--- config.mk ---
export PLATFORM = sky130hd
export DESIGN_NAME = apb_master_mc
export DESIGN_NICKNAME = d
export VERILOG_FILES = /design/src/rtl/apb_master_mc.sv
export SDC_FILE = /design/constraint.sdc
export NUM_CORES = 1
export LEC_CHECK = 0
export ABC_AREA = 1
export CAP_MARGIN = 20
export CORE_MARGIN = 4
export CORE_UTILIZATION = 40
export DETAILED_ROUTE_END_ITERATION = 8
export HOLD_SLACK_MARGIN = 0.15
export PLACE_DENSITY = 0.79
export REMOVE_ABC_BUFFERS = 1
export SKIP_CTS_REPAIR_TIMING = 1
export SLEW_MARGIN = 10
export SYNTH_ARGS = -nofsm -noshare
export SYNTH_HDL_FRONTEND = slang
export SYNTH_SLANG_ARGS = --single-unit
--- constraint.sdc ---
create_clock -name clk -period 2.5 [get_ports clk]
set_input_delay 0.75 -clock clk [delete_from_list [all_inputs] [get_ports clk]]
set_output_delay 0.75 -clock clk [all_outputs]
set_load 0.01 [all_outputs]
--- src/rtl/apb_master_mc.sv ---
// Multi-channel APB3 master fed by a command FIFO. Each command runs one read or
// write on a selected channel; read data and error words go to a response FIFO.
module apb_master_mc #(
  parameter int              NCH      = 4,
  parameter int              AW       = 24,
  parameter int              DW       = 32,
  parameter int              TMO      = 255,
  parameter logic [DW-1:0]   ERR_DATA = 32'hDEAD_BEEF
) (
  input  logic                clk,
  input  logic                rst_n,
  input  logic                i_empty,
  output logic                o_rdata_en,
  input  logic [31:0]         i_rdata,
  input  logic                i_full,
  output logic                o_wdata_vld,
  output logic [DW-1:0]       o_wdata,
  output logic [NCH-1:0]      o_psel,
  output logic                o_penable,
  output logic                o_pwrite,
  output logic [AW-1:0]       o_paddr,
  output logic [DW-1:0]       o_pwdata,
  input  logic [NCH*DW-1:0]   i_prdata,
  input  logic [NCH-1:0]      i_pready,
  input  logic [NCH-1:0]      i_pslverr,
  output logic                o_err_vld,
  output logic [1:0]          o_err_code
);

  localparam int TW = (TMO < 2) ? 1 : $clog2(TMO + 1);

  typedef enum logic [2:0] {
    S_IDLE, S_CMD, S_DREQ, S_DCAP, S_SETUP, S_ACCESS, S_RESP
  } state_t;

  state_t          r_state;
  state_t          w_state_next;
  logic            r_run;
  logic [3:0]      r_ch;
  logic            r_pwrite;
  logic [AW-1:0]   r_paddr;
  logic [DW-1:0]   r_pwdata;
  logic [DW-1:0]   r_resp;
  logic [TW-1:0]   r_tmo;
  logic            r_err_vld;
  logic [1:0]      r_err_code;

  logic            w_cmd_ok;
  logic            w_sel_rdy;
  logic            w_sel_err;
  logic [DW-1:0]   w_sel_prd;
  logic            w_timeout;
  logic            w_apb_act;
  logic            w_rdata_en;
  logic            w_wdata_vld;

  always_comb begin
    w_cmd_ok = i_rdata[2] && (int'(i_rdata[7:4]) < NCH);
  end

  always_comb begin
    w_sel_rdy = 1'b0;
    w_sel_err = 1'b0;
    w_sel_prd = '0;
    for (int i = 0; i < NCH; i++) begin
      if (r_ch == 4'(i)) begin
        w_sel_rdy = i_pready[i];
        w_sel_err = i_pslverr[i];
        w_sel_prd = i_prdata[i*DW +: DW];
      end
    end
  end

  // Fires on the ACCESS cycle that brings the wait count up to TMO.
  assign w_timeout = (r_tmo == TW'(TMO - 1));

  always_ff @(posedge clk or negedge rst_n) begin
    if (!rst_n) begin
      r_state <= S_IDLE;
    end else begin
      r_state <= w_state_next;
    end
  end

  always_comb begin
    w_state_next = r_state;
    w_rdata_en   = 1'b0;
    w_wdata_vld  = 1'b0;
    case (r_state)
      S_IDLE: begin
        if (r_run && !i_empty) begin
          w_rdata_en   = 1'b1;
          w_state_next = S_CMD;
        end
      end
      S_CMD: begin
        if (!w_cmd_ok)       w_state_next = S_IDLE;
        else if (i_rdata[0]) w_state_next = S_DREQ;
        else                 w_state_next = S_SETUP;
      end
      S_DREQ: begin
        if (!i_empty) begin
          w_rdata_en   = 1'b1;
          w_state_next = S_DCAP;
        end
      end
      S_DCAP:  w_state_next = S_SETUP;
      S_SETUP: w_state_next = S_ACCESS;
      S_ACCESS: begin
        if (w_sel_rdy || w_timeout) begin
          w_state_next = r_pwrite ? S_IDLE : S_RESP;
        end
      end
      S_RESP: begin
        if (!i_full) begin
          w_wdata_vld  = 1'b1;
          w_state_next = S_IDLE;
        end
      end
      default: w_state_next = S_IDLE;
    endcase
  end

  always_ff @(posedge clk or negedge rst_n) begin
    if (!rst_n) begin
      r_run      <= 1'b0;
      r_ch       <= '0;
      r_pwrite   <= 1'b0;
      r_paddr    <= '0;
      r_pwdata   <= '0;
      r_resp     <= '0;
      r_tmo      <= '0;
      r_err_vld  <= 1'b0;
      r_err_code <= 2'b00;
    end else begin
      r_run     <= 1'b1;
      r_err_vld <= 1'b0;
      case (r_state)
        S_CMD: begin
          if (!w_cmd_ok) begin
            r_err_vld  <= 1'b1;
            r_err_code <= 2'b11;
          end else begin
            r_paddr  <= i_rdata[8 +: AW];
            r_pwrite <= i_rdata[0];
            r_ch     <= i_rdata[7:4];
          end
        end
        S_DCAP:  r_pwdata <= i_rdata[DW-1:0];
        S_SETUP: r_tmo    <= '0;
        S_ACCESS: begin
          if (w_sel_rdy) begin
            if (!r_pwrite) r_resp <= w_sel_err ? ERR_DATA : w_sel_prd;
            if (w_sel_err) begin
              r_err_vld  <= 1'b1;
              r_err_code <= 2'b01;
            end
          end else if (w_timeout) begin
            if (!r_pwrite) r_resp <= ERR_DATA;
            r_err_vld  <= 1'b1;
            r_err_code <= 2'b10;
          end else begin
            r_tmo <= r_tmo + TW'(1);
          end
        end
        default: ;
      endcase
    end
  end

  assign w_apb_act = (r_state == S_SETUP) || (r_state == S_ACCESS);

  for (genvar gi = 0; gi < NCH; gi++) begin : g_psel
    assign o_psel[gi] = w_apb_act && (r_ch == 4'(gi));
  end

  assign o_penable   = (r_state == S_ACCESS);
  assign o_pwrite    = r_pwrite;
  assign o_paddr     = r_paddr;
  assign o_pwdata    = r_pwdata;
  assign o_rdata_en  = w_rdata_en;
  assign o_wdata_vld = w_wdata_vld;
  assign o_wdata     = r_resp;
  assign o_err_vld   = r_err_vld;
  assign o_err_code  = r_err_code;

endmodule

Word level (Yosys, flattened, before mapping) --
Index checks and enable logic that the tools add are counted.
Storage, ports and cells: register bits 108
Cells by class: add/sub/neg operators 1, magnitude comparators 1, equality and inequality tests 21, mux-type cells 43, reduce and logical (&&, ||, !) cells 19
Operators with widths (count):
- 32-bit two-way mux | 9
- 3-bit two-way mux | 7
- 3-bit one-hot mux with 7 select lines | 1
- 1-bit two-way mux | 16
- 8-bit two-way mux | 2
- 2-bit inequality test, second input constant | 8
- 8-bit one-hot mux with 2 select lines | 1
- 4-bit AND reduction | 3
- 3-bit == test, second input constant | 3
- 8-bit by 1-bit adder with 8-bit output, second input constant | 1
- 4-bit by 2-bit == test with 1-bit output, second input constant | 2
- 8-bit == test, second input constant | 1
- 2-bit two-way mux | 4
- 3-bit by 2-bit == test with 1-bit output, second input constant | 2
- 1-bit logical AND | 6
- 2-bit nonzero test | 3
- 4-bit by 1-bit == test with 1-bit output, second input constant | 1
- 4-bit logical NOT | 1
- 4-bit by 3-bit < comparator with 1-bit output, second input constant | 1
- 1-bit one-hot mux with 2 select lines | 2
- 2-bit one-hot mux with 2 select lines | 1
- 3-bit by 1-bit == test with 1-bit output, second input constant | 1
- 3-bit logical NOT | 1
- 3-bit by 1-bit inequality test with 1-bit output, second input constant | 1
- 6 further kinds | 7

Logic depth before layout (Yosys ltp) --
depth in word-level cells 8, depth in mapped cells 11

Worst setup path before layout --
Ideal clock, no wire load.
path kind register -> output, start register r_ch[3], end output port o_psel[0], arrival time 1.229 ns, setup slack 0.521 ns, cell stages (with the launch flop) 6, path buffers 2, cells stage by stage dfrtp_1 > nor2_4 > buf_4 > clkbuf_1 > nand2_1 > nor2_1
On the way: cells in the longest elaborated chain, start to end 2
Ends and longest elaborated chain:
- start: declaration | line 39 | logic [3:0] r_ch;
- start signal: assignment | line 146 | r_ch <= i_rdata[7:4];
- 4-bit logical NOT | line 174 | assign o_psel[gi] = w_apb_act && (r_ch == 4'(gi));
- 1-bit logical AND | line 174
- end: declaration | line 18 | output logic [NCH-1:0] o_psel,
No other way between the ends.

Worst setup path after layout --
start register r_state[2], end output port o_penable
On the way: cells in the longest elaborated chain, start to end 1
Ends and longest elaborated chain:
- start: declaration | line 36 | state_t r_state;
- start signal: assignment | line 81 | r_state <= w_state_next;
- 3-bit == test | line 177 | assign o_penable = (r_state == S_ACCESS);
- end: declaration | line 19 | output logic o_penable,
No other way between the ends.

==> run metrics <==
Avg WL per Cell=15.63 µm; CP Data Arrival Time=1.67 ns; fin area=8833 µm²; via count=5,834; clock buffer depth=2; drt first-iter violations=350; post-synthesis xor/xnor area fraction=less than 1%; Req. time, crit path=1.75 ns; Antenna Nets Post-Route=0; Final Setup Violations=0; Area after DPL=roughly 8500 µm²; Tmin final=2.419 ns; die area=around 16,000 µm²; Top cell by count, worst path=inv_2; cts bufs inserted=9; reg2reg start=r_ch[0]; Max-Cap Viols=0; Setup CP Type=flop to primary output; crit-path max cell delay=0.55 ns; Core Footprint=13,450 µm²; Final Max Slew Viols=0; Hold Slack=0.3699 ns; mapped cell area=5565 µm²; GRT Total Usage=a little under a quarter; Psw=0.003831 W; clock power share=~14%; simple logic cell fraction of the synthesized area=34.44%; yosys warns=0; Tightest Pin Transition=0.6620 ns; syn_area_per_cell=~7.4 µm²; area of the multi-input gates=2460 µm²; total area of sequential cells=between 2000 and 3000 µm²; post-synthesis compound-gate area fraction=~7.0%; CP endpoint kind=primary output; most common cell in the synthesized netlist=nand2_1; Comb pwr share=54.4%; final hold vios=0; synth unique cells=30; Bufs and invs on worst path=3; Slowest-stage cell, CP=clkdlybuf4s50_1; clk_lat worst skew=0.34 ns; Post-Route WL=18.67 mm; crit-path leading delay family=buffers and inverters; clock-pin slew on the worst setup and hold paths=0.08 ns; fraction of layout cells with a size suffix above 1=5.894%; WL met3=roughly 1.8 mm; top post-synthesis cells by area=dfrtp_1, nand2_1, nand3_1; Vias/cell=4.886; Hold Crit Class=input port to async pin; fin nets=approximately 1,200; Syn-to-layout area delta=58.72%; pin count of the biggest net entering global routing=48; clk sink count=108; Static Leakage=between 4 and 5 nW; worst clock skew=around 0.0072 ns; first-pass GRT wire length=approximately 29 mm; Die Span Y=roughly 130 µm; Max Fclk=just over 400 MHz; DPL Wire Length=14.07 mm; post-synthesis mux area share=1.012%; switching share of power=40.60%; GRT overflow=0; startpoint types=flop; Tcrit/Tclk final=96.77%; leading area contributor after synthesis=dfrtp_1; largest family of logic cells by synthesized area=simple AND/OR/NAND/NOR gates; Die Width=126.0 µm; met2 routed WL=8.862 mm; Buffers on Ports=270; EDFF count, synth=0; worst-path cell chain=inv_2 > nor2_4 > nand2_1 > inv_2 > clkdlybuf4s50_1; asr flop ratio synth=100.0%; initial antenna violation count=0; CTS tree=done; num rows=42; sequential share of the synthesized area=48.56%; placed cell count=1,178; Final Non-Filler Cells=1,194; sequential power share=between 30% and 40%; peak supply drop=0.6087 mV; status=finished clean; #FFs+latches synth=108; Synth Flop Type=dfrtp_1; Int Pwr=0.005606 W; CP max FO=5; Metal-1 WL=7.555 mm; Post-synth top cells=nand2_1, dfrtp_1, nand3_1; Initial Utilization=about two fifths; Pre-antenna DRT Iters=4; Filler cells=1,179; GPL Wtd Cong=0.8845; Ports=about 270; DR top layer=met4; slew margin rel.=between 50% and 60%; H-tree depth=3; Pwr per Cell Area=approximately 1100 nW/µm²; vias in the first global route=5,729; CP Launch Point=r_state[2]; adder-cell share of the synthesized area=less than 1%; Root Driver=clkbuf_16; DRC viols=0; Synth top area share=48.56%; Post-Synthesis Cells=755; Ant. Diodes=0
## power by group through the flow
stage	clock network [W]	registers (W)	logic, W
2_1_floorplan	0	0.00321	0.00213
3_3_place_gp	0	0.00292	0.00511
3_5_place_dp	0	0.00295	0.00516
4_1_cts	0.00141	0.00294	0.00519
5_1_grt	0.00148	0.00302	0.00568
6_report	0.00137	0.00293	0.00514
## cell type report
type / instances / share of cell area (%)
Sequential cell: 108 / 30.64
Clock inverter: 5 / 0.5099
Clock buffer: 10 / 2.705
Inverter: 58 / 2.465
Timing Repair Buffer: 289 / 33.34
Tap cell: 176 / 2.493
Multi-Input combinational cell: 548 / 27.85
## metrics by stage
stage | util (%) | power, W | TNS [ns] | setup slack, ns
2_1_floorplan | - | 0.005335 | -19.93 | -0.7284
3_3_place_gp | 63.36 | 0.008034 | -0.5366 | -0.2902
3_5_place_dp | 63.36 | 0.008118 | -0.5463 | -0.2853
4_1_cts | 65.47 | 0.009543 | -0.8832 | -0.2873
5_1_grt | 65.66 | 0.01017 | -0.002645 | -0.002645
6_report | 65.66 | 0.009437 | 0 | 0.08068
## worst paths after layout
check | slack [ns] | depth (start not counted) | endpoint
worst max-delay path | 0.08 | 5 | o_penable
worst min-delay path | 0.37 | 1 | o_pwdata[2]
worst max register to register | 0.42 | 10 | o_wdata[9]
worst min register to register | 0.48 | 2 | o_wdata[27]
max in group asynchronous | 1.53 | 2 | o_paddr[19]
min in group clk | 0.48 | 2 | o_wdata[27]
## cell usage in the layout (no fill, tap or decap), drive strengths merged, types with 2 or more instances in the layout
cell	count
a21oi	24
buf	20
clkbuf	10
clkdlybuf4s50	263
clkinv	2
dfrtp	108
dlymetal6s2s	6
ha	2
inv	60
mux2	5
nand2	264
nand3	98
nand4	12
nor2	77
nor3	5
o21ai	45
o21bai	2
or2	2
xor2	5
## sequential cells by signal (all words and copies together), names as in the netlist
signal,flops
o_wdata,32
r_run,1
r_ch,4
o_err_vld,1
o_err_code,2
o_pwrite,1
o_paddr,24
o_pwdata,32
r_state,3
r_tmo,8
## routing by layer
layer,GRT usage (%),vias to the layer above
li1,-,2918
met1,27.52,2648
met2,38.37,237
met3,7.959,31
met4,7.508,0
met5,0,-
## kinds of logic (layout without fill, tap and decap cells)
kind of cell    after synthesis  after routing
simple gates                459            459
flops                       108            108
buf+inv                      99            362
compound gates               75             75
xor+xnor                      6              6
mux                           5              5
fa+ha+maj                     2              2
other cells                   1              1
No activity file was read; power rests on OpenSTA's default activity.
